**config.mk**
```make
export PLATFORM = sky130hd
export DESIGN_NAME = tm1638_seg7_hex_writer
export DESIGN_NICKNAME = d
export VERILOG_FILES = /design/src/rtl/tm1638_seg7_hex_writer.sv
export SDC_FILE = /design/constraint.sdc
export NUM_CORES = 1
export LEC_CHECK = 0
export BUFFER_PORTS_ARGS = -buffer_cell sky130_fd_sc_hd__buf_2
export CAP_MARGIN = 30
export CORE_MARGIN = 2
export CORE_UTILIZATION = 40
export DETAILED_ROUTE_END_ITERATION = 10
export REMOVE_ABC_BUFFERS = 1
export SETUP_SLACK_MARGIN = 0.5
export SYNTH_ARGS = -nofsm -noshare
export SYNTH_HDL_FRONTEND = slang
export SYNTH_SLANG_ARGS = --single-unit
```
**constraint.sdc**
```tcl
create_clock -name i_clk -period 3.3 [get_ports i_clk]
set_input_delay 0.33 -clock i_clk [delete_from_list [all_inputs] [get_ports i_clk]]
set_output_delay 0.33 -clock i_clk [all_outputs]
set_load 0.01 [all_outputs]
```
**src/rtl/tm1638_seg7_hex_writer.sv**
```systemverilog
// tm1638_seg7_hex_writer: writes a 32-bit value as hex 7-segment bytes plus an LED
// mask into the LED&KEY display memory window, kicks a refresh, then reports done.
// Optional build macro TM1638_SEG7_LZ_BLANK_EN blanks leading zero digits.
module tm1638_seg7_hex_writer #(
    parameter int          SEG7_COUNT     = 8,
    parameter int          LED_COUNT      = 8,
    parameter logic [15:0] SEG7_BASE_ADDR = 16'h0100,
    parameter logic [15:0] LED_BASE_ADDR  = 16'h0200
) (
    input  logic        i_clk,
    input  logic        i_rst_n,
    input  logic        i_start,
    input  logic [31:0] i_value,
    input  logic [7:0]  i_dp_mask,
    input  logic [7:0]  i_leds,
    output logic        o_wr_en,
    output logic [15:0] o_wr_addr,
    output logic [7:0]  o_wr_data,
    input  logic        i_disp_idle,
    output logic        o_disp_en,
    output logic        o_busy,
    output logic        o_done
);

    typedef enum logic [2:0] {S_IDLE, S_SEG, S_LED, S_KICK, S_GUARD, S_WAIT} state_t;

    localparam logic [2:0] SEG_LAST = 3'(SEG7_COUNT - 1);
    localparam logic [2:0] LED_LAST = 3'(LED_COUNT - 1);

    state_t      state, state_nx;
    logic [2:0]  idx, idx_nx;
    logic [31:0] value_q, value_nx;
    logic [7:0]  dp_q, dp_nx;
    logic [7:0]  leds_q, leds_nx;
    logic        wr_en_nx, disp_en_nx, busy_nx, done_nx;
    logic [15:0] wr_addr_nx;
    logic [7:0]  wr_data_nx;

    function automatic logic [7:0] font(input logic [3:0] n);
        logic [7:0] f;
        case (n)
            4'h0: f = 8'h3F;  4'h1: f = 8'h06;  4'h2: f = 8'h5B;  4'h3: f = 8'h4F;
            4'h4: f = 8'h66;  4'h5: f = 8'h6D;  4'h6: f = 8'h7D;  4'h7: f = 8'h07;
            4'h8: f = 8'h7F;  4'h9: f = 8'h6F;  4'hA: f = 8'h77;  4'hB: f = 8'h7C;
            4'hC: f = 8'h39;  4'hD: f = 8'h5E;  4'hE: f = 8'h79;  default: f = 8'h71;
        endcase
        return f;
    endfunction

    // Segment byte {dp,g..a} for digit k; digit 0 is the most significant shown nibble.
    function automatic logic [7:0] seg_byte(input logic [31:0] v, input logic [7:0] dp,
                                            input logic [2:0] k);
        logic [7:0] pat;
        pat = font(4'(v >> (4 * (SEG7_COUNT - 1 - int'(k)))));
`ifdef TM1638_SEG7_LZ_BLANK_EN
        begin
            logic lead;
            // The rightmost digit always shows, so a zero value still reads "0".
            lead = (int'(k) != SEG7_COUNT - 1);
            for (int j = 0; j < SEG7_COUNT; j++) begin
                if (j <= int'(k) && 4'(v >> (4 * (SEG7_COUNT - 1 - j))) != 4'h0)
                    lead = 1'b0;
            end
            if (lead)
                pat = 8'h00;
        end
`endif
        return pat | {dp[k], 7'b0};
    endfunction

    // Next-state and next-output logic; outputs are registered from these values.
    always_comb begin
        state_nx   = state;
        idx_nx     = idx;
        value_nx   = value_q;
        dp_nx      = dp_q;
        leds_nx    = leds_q;
        wr_en_nx   = 1'b0;
        wr_addr_nx = o_wr_addr;
        wr_data_nx = o_wr_data;
        disp_en_nx = 1'b0;
        busy_nx    = o_busy;
        done_nx    = 1'b0;
        case (state)
            S_IDLE: begin
                // A start landing on the o_done cycle is dropped, not queued.
                if (i_start && !o_done) begin
                    value_nx   = i_value;
                    dp_nx      = i_dp_mask;
                    leds_nx    = i_leds;
                    idx_nx     = 3'd0;
                    state_nx   = S_SEG;
                    busy_nx    = 1'b1;
                    wr_en_nx   = 1'b1;
                    wr_addr_nx = SEG7_BASE_ADDR;
                    wr_data_nx = seg_byte(i_value, i_dp_mask, 3'd0);
                end
            end
            S_SEG: begin
                wr_en_nx = 1'b1;
                if (idx == SEG_LAST) begin
                    idx_nx     = 3'd0;
                    state_nx   = S_LED;
                    wr_addr_nx = LED_BASE_ADDR;
                    wr_data_nx = {7'b0, leds_q[0]};
                end else begin
                    idx_nx     = idx + 3'd1;
                    wr_addr_nx = SEG7_BASE_ADDR + {13'b0, idx_nx};
                    wr_data_nx = seg_byte(value_q, dp_q, idx_nx);
                end
            end
            S_LED: begin
                if (idx == LED_LAST) begin
                    // Kick right behind the last write when the driver is already idle.
                    if (i_disp_idle) begin
                        disp_en_nx = 1'b1;
                        state_nx   = S_GUARD;
                    end else begin
                        state_nx   = S_KICK;
                    end
                end else begin
                    idx_nx     = idx + 3'd1;
                    wr_en_nx   = 1'b1;
                    wr_addr_nx = LED_BASE_ADDR + {13'b0, idx_nx};
                    wr_data_nx = {7'b0, leds_q[idx_nx]};
                end
            end
            S_KICK: begin
                if (i_disp_idle) begin
                    disp_en_nx = 1'b1;
                    state_nx   = S_GUARD;
                end
            end
            // The driver still reports idle while the kick is on the wire.
            S_GUARD: state_nx = S_WAIT;
            S_WAIT: begin
                if (i_disp_idle) begin
                    done_nx  = 1'b1;
                    busy_nx  = 1'b0;
                    state_nx = S_IDLE;
                end
            end
            default: state_nx = S_IDLE;
        endcase
    end

    // State, latched request and registered outputs.
    always_ff @(posedge i_clk or negedge i_rst_n) begin
        if (!i_rst_n) begin
            state     <= S_IDLE;
            idx       <= 3'd0;
            value_q   <= 32'd0;
            dp_q      <= 8'd0;
            leds_q    <= 8'd0;
            o_wr_en   <= 1'b0;
            o_wr_addr <= 16'd0;
            o_wr_data <= 8'd0;
            o_disp_en <= 1'b0;
            o_busy    <= 1'b0;
            o_done    <= 1'b0;
        end else begin
            state     <= state_nx;
            idx       <= idx_nx;
            value_q   <= value_nx;
            dp_q      <= dp_nx;
            leds_q    <= leds_nx;
            o_wr_en   <= wr_en_nx;
            o_wr_addr <= wr_addr_nx;
            o_wr_data <= wr_data_nx;
            o_disp_en <= disp_en_nx;
            o_busy    <= busy_nx;
            o_done    <= done_nx;
        end
    end

endmodule

```
==> impl_results.rst <==
.. list-table::
   :header-rows: 1

   * - Metric
     - Value
   * - Run status
     - completed
   * - Worst slew pin tran
     - 646.6 ps
   * - Worst-case clock buffer depth
     - 2
   * - Clock root cell
     - sky130_fd_sc_hd__clkbuf_8
   * - CTS tree
     - yes
   * - Final critical-path required period
     - 2544 ps
   * - Number of hold violations in the final report
     - 0
   * - Cell types occupying the most area after synthesis
     - sky130_fd_sc_hd__dfrtp_1 47%, sky130_fd_sc_hd__mux2_2 15%, sky130_fd_sc_hd__ha_1 5.1%
   * - Portion of synthesized cell area occupied by the leading cell type
     - 46.67%
   * - Avg Inst Size Synth
     - 11.88 um^2
   * - Clock transition at path regs
     - 80 ps
   * - Switching power
     - 1.928 mW
   * - Library cell with the largest summed area after synthesis
     - sky130_fd_sc_hd__dfrtp_1
   * - Post-Syn Area
     - 3646 um^2
   * - Largest net degree at the start of global routing
     - 50
   * - Kind of end point of the critical path
     - register
   * - Switching power as a share of total power
     - 39.53%
   * - Required time of the worst setup path
     - 3530 ps
   * - Fmax
     - 393.1 MHz
   * - Number of synthesized flops with an enable pin
     - 0
   * - Total chip power
     - 4.878 mW
   * - Smallest hold slack
     - 207.6 ps
   * - Part of the power in combinational logic
     - 55.7%
   * - Gr ovfl total
     - 0
   * - DRC viols
     - 0
   * - Critical Path, Cell by Cell
     - ha_2, ha_4, nor2b_1, a22oi_1, and3_1, ha_1, nor3_1, a31oi_1, a221o_1
   * - Worst-path cell with the longest stage delay
     - sky130_fd_sc_hd__dfrtp_1
   * - Clock power frac
     - 14.0%
   * - Clock latency at the later pin of the worst-skew pair
     - 350 ps
   * - Detailed-placement wirelength estimate
     - 5451 um
   * - Type of the worst min-delay path
     - in2reg
   * - Layout Nets
     - 442
   * - Worst slew slack as a fraction of its limit
     - 56.56%
   * - #FFs+latches synth
     - 68
   * - Worst slack at placement
     - 550.3 ps
   * - PnR worst setup slack
     - 756.0 ps
   * - Diodes inserted
     - 0
   * - Crit path buf inv count
     - 0
   * - TritonCTS buffer count
     - 9
   * - Global-route wire length before repair
     - 12610 um
   * - Count of endpoints failing setup in the final report
     - 0
   * - Utilization of the core after routing
     - 48.73%
   * - Most frequent cell after synthesis
     - sky130_fd_sc_hd__dfrtp_1
   * - Area grow syn2layout
     - 17.12%
   * - I/O pin count
     - 80
   * - Predominant post-synthesis flop cell
     - sky130_fd_sc_hd__dfrtp_1
   * - Post-CTS Setup Bufs
     - 0
   * - Vias post-DR
     - 2528
   * - # clock sinks
     - 68
   * - Kind of start point of the critical path
     - register
   * - CP Class
     - reg2reg
   * - Max-capacitance violation count
     - 0
   * - Vias/cell
     - 5.180
   * - Port Buf Inserts
     - 68
   * - Final clock period utilization by the worst path
     - 77.09%
   * - Critical path fanouts, max
     - 12
   * - Global placer's final weighted congestion
     - 0.9013
   * - Critical path arrival
     - 2770 ps
   * - Power share of the sequential group
     - 30.4%
   * - DRT Pass-1 Iters
     - 4
   * - Die height
     - 99.47 um
   * - Slew Limit Fails
     - 0
   * - Routed len/inst
     - 15.51 um
   * - Setup repair after global routing missed its margin
     - false
   * - Slowest stage delay, CP
     - 400 ps
   * - Sequential-to-total area share from yosys stat
     - 46.67%
   * - P_int
     - 2.950 mW
   * - Number of antenna-violating nets in the routed design
     - 0
   * - Share of post-route cells with drive strength above 1
     - 39.21%
   * - Post-Synthesis Cells
     - 307
   * - Row Count
     - 34
   * - Cell Pwr Density
     - 1142 nW/um^2
   * - Antenna violations before repair
     - 0
   * - P_leak
     - 1.951 nW
   * - Ys async rst share
     - 100.0%
   * - Level count of the clock H-tree
     - 3
   * - Count of different cell masters after synthesis
     - 48
   * - Width of the chip
     - 99.47 um
   * - Post-detailed-routing wire length
     - 7571 um
   * - Gate family responsible for the most delay along the worst path
     - adder cells
   * - Worst ir drop on vdd
     - 379.3 uV
   * - Floorplan die area
     - 9894 um^2
   * - Worst Skew
     - 9.925 ps
   * - Core outline area
     - 8763 um^2
   * - Synth top cells by count
     - 68 x sky130_fd_sc_hd__dfrtp_1, 48 x sky130_fd_sc_hd__mux2_2, 22 x sky130_fd_sc_hd__nand2_1
   * - Synthesis warning total
     - 0
   * - Number of DRC markers in iteration 0
     - 78
   * - TNS Setup
     - 0 ps
   * - Number of global-route vias before repair
     - 2536
   * - Initial core utilization
     - 41.60%
   * - Tot GR Track Use
     - 16.40%
-- sequential cells by signal, indices dropped and copies added, names as in the netlist --
name       cells
o_wr_en        1
o_wr_addr      3
o_busy         1
value_q       32
o_wr_data      8
o_disp_en      1
leds_q         8
idx            2
dp_q           8
o_done         1
state          3
-- stage by stage --
| step | cells | cell area [um^2] |
|---|---|---|
| 2_1_floorplan | 289 | 3525 |
| 3_3_place_gp | 471 | 4051 |
| 3_5_place_dp | 471 | 4051 |
| 4_1_cts | 488 | 4258 |
| 5_1_grt | 488 | 4270 |
| 6_report | 488 | 4270 |
-- power groups by stage --
stage	clock network (mW)	registers, mW	logic [mW]
final	0.682	1.48	2.71
after detailed placement	0	1.50	2.70
after CTS	0.705	1.48	2.71
after global placement	0	1.48	2.64
after floorplan	0	1.51	1.99
after global routing	0.734	1.54	3.03
-- layout make-up --
cell class / count / area (um^2)
Fill cell: 815 / 4493
Multi-Input combinational cell: 208 / 1795
Sequential cell: 68 / 1702
Timing Repair Buffer: 75 / 395.4
Clock buffer: 12 / 145.1
Tap cell: 108 / 135.1
Clock inverter: 4 / 48.80
Inverter: 13 / 48.80
-- cell usage in the layout (no fill, tap or decap), types with 10 or more instances in the layout --
master,n
sky130_fd_sc_hd__dfrtp_1,68
sky130_fd_sc_hd__buf_2,68
sky130_fd_sc_hd__mux2_2,48
sky130_fd_sc_hd__nand2_1,22
sky130_fd_sc_hd__inv_1,13
sky130_fd_sc_hd__mux2i_1,13
sky130_fd_sc_hd__ha_1,13
sky130_fd_sc_hd__conb_1,11
sky130_fd_sc_hd__nor2_1,10
sky130_fd_sc_hd__clkbuf_8,10
-- kinds of logic (layout without fill, tap and decap cells) --
group                    Yosys count  in the layout  synth area share (%)
AO/OA/AOI/OAI                     46             46                 8.992
adder cells (fa/ha/maj)           15             15                 5.148
buffers and inverters             41            104                 5.697
flip-flops                        68             68                 46.67
multiplexers                      71             71                 24.67
other                              1             11                0.1029
AND/OR/NAND/NOR                   65             65                 8.717
-- final timing paths --
kind | from | endpoint | slack [ps] | cells after the start
max | idx[1] | o_wr_data[2] | 760 | 9
min | i_leds[0] | leds_q[0] | 210 | 2
max reg2reg | idx[1] | o_wr_data[2] | 760 | 9
min reg2reg | o_wr_addr[9] | o_wr_addr[9] | 470 | 2
max in group asynchronous | i_rst_n | value_q[29] | 2100 | 3
min in group asynchronous | i_rst_n | o_wr_data[7] | 420 | 2
-- layer usage --
metal	global-route usage (%)	vias up	wire, um
met2	24.38	54	3492
met3	3.162	15	310
met5	0	-	0
met1	22.61	1226	3566
met4	9.168	0	201
li1	-	1233	-
-- timing repair --
| item | in CTS | in global routing |
|---|---|---|
| endpoints found under the setup margin | 2 | 5 |
| hold buffers | 1 | 0 |
| endpoints found under the hold margin | 15 | 0 |
| resized for setup | 1 | 2 |
Power figures use the tool's default switching activity.
